[config.mk]
export PLATFORM = sky130hd
export DESIGN_NAME = sincos_arbiter_flat
export DESIGN_NICKNAME = d
export VERILOG_FILES = /design/src/rtl/sincos_arbiter_if.sv /design/src/rtl/sincos_arbiter.sv /design/src/flat_wrapper.sv
export SDC_FILE = /design/constraint.sdc
export NUM_CORES = 1
export LEC_CHECK = 0
export CORE_MARGIN = 2
export CORE_UTILIZATION = 37
export DETAILED_ROUTE_END_ITERATION = 8
export HOLD_SLACK_MARGIN = 0.05
export PLACE_DENSITY = 0.76
export SLEW_MARGIN = 20
export SYNTH_ARGS = -nofsm -noshare
export SYNTH_HDL_FRONTEND = slang
export SYNTH_SLANG_ARGS = --single-unit
export TNS_END_PERCENT = 100
[constraint.sdc]
create_clock -name clk -period 2 [get_ports clk]
set_input_delay 0.3 -clock clk [delete_from_list [all_inputs] [get_ports clk]]
set_output_delay 0.3 -clock clk [all_outputs]
set_load 0.05 [all_outputs]
[src/rtl/sincos_arbiter_if.sv]
// Bundle of requester, shared sin_cos unit and response signals
// seen by the sincos_arbiter.
interface sincos_arbiter_if;
    logic        req0_valid;
    logic        req0_ready;
    logic [31:0] req0_in;
    logic        req0_sel;
    logic        req1_valid;
    logic        req1_ready;
    logic [31:0] req1_in;
    logic        req1_sel;
    logic [31:0] sincos_in;
    logic        sincos_sel;
    logic [31:0] sincos_result;
    logic        resp_valid;
    logic        resp_ready;
    logic [31:0] resp_data;
    logic        resp_id;
    logic        resp_invalid;
    logic        busy;

    modport slave (
        input  req0_valid, req0_in, req0_sel,
        output req0_ready,
        input  req1_valid, req1_in, req1_sel,
        output req1_ready,
        output sincos_in, sincos_sel,
        input  sincos_result,
        output resp_valid, resp_data, resp_id, resp_invalid,
        input  resp_ready,
        output busy
    );

    modport master (
        output req0_valid, req0_in, req0_sel,
        input  req0_ready,
        output req1_valid, req1_in, req1_sel,
        input  req1_ready,
        input  sincos_in, sincos_sel,
        output sincos_result,
        input  resp_valid, resp_data, resp_id, resp_invalid,
        output resp_ready,
        input  busy
    );
endinterface

[src/rtl/sincos_arbiter.sv]
// Round-robin arbiter sharing one combinational sin_cos unit
// between two requesters, with a fixed settle time per operation.
module sincos_arbiter #(
    parameter int SETTLE_CYCLES = 2
) (
    input logic            clk,
    input logic            rst,
    sincos_arbiter_if.slave bus
);
    typedef enum logic [1:0] {
        IDLE,
        SETTLE,
        RESP
    } state_t;

    localparam logic [3:0]  SC  = 4'(SETTLE_CYCLES);
    localparam logic [31:0] QNAN = 32'h7FC0_0000;

    state_t      state_q;
    logic        ptr_q;
    logic [3:0]  cnt_q;
    logic [31:0] op_q;
    logic        sel_q;
    logic        id_q;
    logic        valid_q;
    logic        inv_q;
    logic [31:0] data_q;

    logic gnt;
    logic idle;
    logic accept;
    logic op_bad;

    // Pointer only matters when both requesters compete.
    always_comb begin
        gnt = ptr_q;
        if (!(bus.req0_valid && bus.req1_valid))
            gnt = bus.req1_valid;
    end

    assign idle           = (state_q == IDLE);
    assign bus.req0_ready = idle && bus.req0_valid && !gnt;
    assign bus.req1_ready = idle && bus.req1_valid && gnt;
    assign accept         = bus.req0_ready || bus.req1_ready;
    assign op_bad         = &op_q[30:23];

    assign bus.sincos_in    = op_q;
    assign bus.sincos_sel   = sel_q;
    assign bus.resp_valid   = valid_q;
    assign bus.resp_data    = data_q;
    assign bus.resp_id      = id_q;
    assign bus.resp_invalid = inv_q;
    assign bus.busy         = !idle;

    always_ff @(posedge clk) begin
        if (rst) begin
            state_q <= IDLE;
            ptr_q   <= 1'b0;
            cnt_q   <= 4'd0;
            op_q    <= 32'd0;
            sel_q   <= 1'b0;
            id_q    <= 1'b0;
            valid_q <= 1'b0;
            inv_q   <= 1'b0;
            data_q  <= 32'd0;
        end else begin
            unique case (state_q)
                IDLE: begin
                    if (accept) begin
                        op_q    <= gnt ? bus.req1_in : bus.req0_in;
                        sel_q   <= gnt ? bus.req1_sel : bus.req0_sel;
                        id_q    <= gnt;
                        ptr_q   <= ~gnt;
                        cnt_q   <= SC;
                        state_q <= SETTLE;
                    end
                end
                SETTLE: begin
                    cnt_q <= cnt_q - 4'd1;
                    if (cnt_q == 4'd1) begin
                        data_q  <= op_bad ? QNAN : bus.sincos_result;
                        inv_q   <= op_bad;
                        valid_q <= 1'b1;
                        state_q <= RESP;
                    end
                end
                RESP: begin
                    if (bus.resp_ready) begin
                        valid_q <= 1'b0;
                        state_q <= IDLE;
                    end
                end
                default: state_q <= IDLE;
            endcase
        end
    end
endmodule

[src/flat_wrapper.sv]
// flat-port wrapper written by rule: the top's interface ports become plain ports
module sincos_arbiter_flat 
#(
    parameter int SETTLE_CYCLES = 2
)
  (clk, rst, bus_req0_valid, bus_req0_in, bus_req0_sel, bus_req0_ready, bus_req1_valid, bus_req1_in, bus_req1_sel, bus_req1_ready, bus_sincos_in, bus_sincos_sel, bus_sincos_result, bus_resp_valid, bus_resp_data, bus_resp_id, bus_resp_invalid, bus_resp_ready, bus_busy);
  sincos_arbiter_if bus_i ();
  input logic clk;
  input logic rst;
  input wire logic [$bits(bus_i.req0_valid)-1:0] bus_req0_valid;
  input wire logic [$bits(bus_i.req0_in)-1:0] bus_req0_in;
  input wire logic [$bits(bus_i.req0_sel)-1:0] bus_req0_sel;
  output wire logic [$bits(bus_i.req0_ready)-1:0] bus_req0_ready;
  input wire logic [$bits(bus_i.req1_valid)-1:0] bus_req1_valid;
  input wire logic [$bits(bus_i.req1_in)-1:0] bus_req1_in;
  input wire logic [$bits(bus_i.req1_sel)-1:0] bus_req1_sel;
  output wire logic [$bits(bus_i.req1_ready)-1:0] bus_req1_ready;
  output wire logic [$bits(bus_i.sincos_in)-1:0] bus_sincos_in;
  output wire logic [$bits(bus_i.sincos_sel)-1:0] bus_sincos_sel;
  input wire logic [$bits(bus_i.sincos_result)-1:0] bus_sincos_result;
  output wire logic [$bits(bus_i.resp_valid)-1:0] bus_resp_valid;
  output wire logic [$bits(bus_i.resp_data)-1:0] bus_resp_data;
  output wire logic [$bits(bus_i.resp_id)-1:0] bus_resp_id;
  output wire logic [$bits(bus_i.resp_invalid)-1:0] bus_resp_invalid;
  input wire logic [$bits(bus_i.resp_ready)-1:0] bus_resp_ready;
  output wire logic [$bits(bus_i.busy)-1:0] bus_busy;
  assign bus_i.req0_valid = bus_req0_valid;
  assign bus_i.req0_in = bus_req0_in;
  assign bus_i.req0_sel = bus_req0_sel;
  assign bus_req0_ready = bus_i.req0_ready;
  assign bus_i.req1_valid = bus_req1_valid;
  assign bus_i.req1_in = bus_req1_in;
  assign bus_i.req1_sel = bus_req1_sel;
  assign bus_req1_ready = bus_i.req1_ready;
  assign bus_sincos_in = bus_i.sincos_in;
  assign bus_sincos_sel = bus_i.sincos_sel;
  assign bus_i.sincos_result = bus_sincos_result;
  assign bus_resp_valid = bus_i.resp_valid;
  assign bus_resp_data = bus_i.resp_data;
  assign bus_resp_id = bus_i.resp_id;
  assign bus_resp_invalid = bus_i.resp_invalid;
  assign bus_i.resp_ready = bus_resp_ready;
  assign bus_busy = bus_i.busy;
  sincos_arbiter #(.SETTLE_CYCLES(SETTLE_CYCLES)) u_core (.clk(clk), .rst(rst), .bus(bus_i));
endmodule
==> reports/qor.yml <==
grt_pass1_vias: 2979
cts_hold_buf: 0
grt_pass1_wl_mm: 14.0
layout_commonest_cell: "clkdlybuf4s50_1"
finalMaxSlewViolations: 0
min_from: "rst"
hp-class: "primary input to flop"
crit_path_end_kind: "output pin"
post_cts_buffers: 0
finalPower_w: 0.00407
yosys.area.top_type: "dfxtp_1"
finalNonFillerCells: 574
required_ns: 1.70
root_buffer: "clkbuf_8"
nNetsFinal: 575
outcome: "completed"
area.growth.synth_to_final_pct: 71.9
post_drt_wl_per_cell_um: 15.7
ys_ff_latch: 75
io-pin-count: 174
max_cap_violations: 0
path_class: "flop to output pin"
drc: 0
critPathArrivalTime_ns: 1.58
syn_area_sq_um: 2840
cts_resized: 0
fillers: 566
critPathMaxFanout: 9
ys_seq_area_share_pct: 52.8
skew_ns: 0.0102
syn_nets: 407
clockBufferDepth: 2
antenna_cells: 0
vias_per_cell: 5.32
die_h_um: 91.6
rows: 31
ys_async_sr_fraction_pct: 0
die_x_um: 91.6
core_area_sq_um: 7330
r2r-end: "u_core.bus.resp_data[23]"
min_path_cells: 2
cts_tree: "done"
dp_hpwl_mm: 6.41
yosysTopAreaCellShare_pct: 52.8
start_kind: "flop"
setup-tns-final_ns: 0
syn_inst: 302
place.gp.congestion: 0.727
routed_wl_mm: 8.99
cts.clk_slew.worst_paths_ns: 0.08
multi_input_area_sq_um: 1130
min_to: "u_core.bus.sincos_in[20]"
timing.final.ws_setup_ns: 0.116
cts.sinks: 75
layout-drive-gt1-share_pct: 7.79
synth.area.top_cells: "dfxtp_1, a222oi_1, nor2_1"
rsz0062_at_grt: "false"
yosys_most_used_dff: "dfxtp_1"
setup_viol: 0
reg2regPathDepth: 5
synth_edf_count: 0
place_ws_ns: 0.0258
timing.final.crit_period_ns: 1.88
clock.fmax_mhz: 531
start_util_pct: 38.8
ir_drop_mv: 0.463
io_buffers: 173
relSlewSlack_pct: 45.1
dieArea_sq_um: 8400
synth_cell_type_count: 33
numCtsBuffers: 9
drt_iter0_drc: 185
p_leak_nw: 1.75
antenna_left: 0
firstDrtPassIters: 7
finalCritPeriodShare_pct: 94.2
r2r_start: "u_core.cnt_q[0]"
clk_latency_ns: 0.34
dpl.cell_count: 558
syn_area_per_cell_sq_um: 9.41
num_vias: 3056
tightestPinTransition_ns: 0.824
hold_viol_final: 0
cts.htree.levels: 3
rrSetupSlack_ns: 0.32
p_per_area_nw_per_um2: 834
yosys_warnings: 0
final_cell_mix: "clkdlybuf4s50_1, dfxtp_1, nor2_1"
regArea_sq_um: 1500
globalRouteTotalUtil_pct: 20.6
overflow: 0
antenna_found_initial: 0
grt_start_max_net_pins: 34
==> cells in the mapped netlist, types with 2 or more instances <==
cell type,number
dfxtp_1,75
nor2_1,45
clkbuf_1,10
nand2_1,28
o22ai_1,9
buf_6,10
ha_1,2
a222oi_1,33
nand4_1,2
nor3_1,2
buf_2,6
a21oi_1,28
a211oi_1,4
nand2b_1,2
inv_1,5
nand3_1,24
==> area by class of cell <==
type                            instances  share of cell area, %
Sequential cell                        75                   30.7
Inverter                                6                  0.461
Timing Repair Buffer                  185                   38.6
Tap cell                               99                   2.54
Clock inverter                          6                   1.82
Clock buffer                           10                   2.82
Multi-Input combinational cell        193                   23.1
==> routing by layer <==
metal	up-vias	track usage, %	share of wire, %
li1	1453	-	-
met5	-	0	0
met4	0	6.94	0.99
met1	1431	25.0	41
met3	10	7.48	11
met2	162	33.9	47
==> per-stage QoR <==
step | utilization, % | hold slack, ns | instance area (sq um)
final | 66.6 | 0.421 | 4880
after global routing | 66.6 | 0.444 | 4880
after CTS | 66.6 | 0.418 | 4880
after detailed placement | 63.5 | 0.450 | 4660
after global placement | 63.5 | 0.441 | 4660
after floorplan | - | 0.443 | 2840
==> where the power goes <==
part	internal, W	switching (W)
Combinational	0.000488	0.000605
Sequential	0.00160	0.0000690
Clock	0.000737	0.000577
==> worst max path at each step <==
stage | endpoint | slack (ns) | start
detailed placement | u_core.bus.sincos_in[15] | 0.03 | bus_req1_valid
floorplan | u_core.bus.resp_data[2] | 0.35 | u_core.bus.sincos_in[29]
global placement | u_core.bus.sincos_in[13] | 0.12 | bus_req1_valid
global route | bus_req1_ready | 0.02 | u_core.state_q[0]
finish | bus_req1_ready | 0.12 | u_core.state_q[0]
CTS | bus_sincos_in[23] | 0.1 | u_core.bus.sincos_in[23]
==> flip-flops by register name (all words and copies together), names as in the netlist <==
name                     cells
u_core.bus.resp_valid        1
u_core.cnt_q                 4
u_core.bus.resp_id           1
u_core.bus.resp_invalid      1
u_core.state_q               2
u_core.bus.resp_data        32
u_core.bus.sincos_in        32
u_core.bus.sincos_sel        1
u_core.ptr_q                 1
==> worst max-delay path, stage by stage (launching register included) <==
cell and delay [ns]:
dfxtp_1 0.37, nor2_2 0.21, inv_2 0.08, a211oi_4 0.23, buf_4 0.21, buf_12 0.15
==> cells by family after synthesis <==
logic type | after synthesis | synth area share [%]
buffers and inverters | 34 | 7.53
adder cells (fa/ha/maj) | 2 | 0.881
flip-flops | 75 | 52.8
AND/OR/NAND/NOR | 112 | 17.3
AO/OA/AOI/OAI | 79 | 21.5
(Power assumes the default switching activity.)
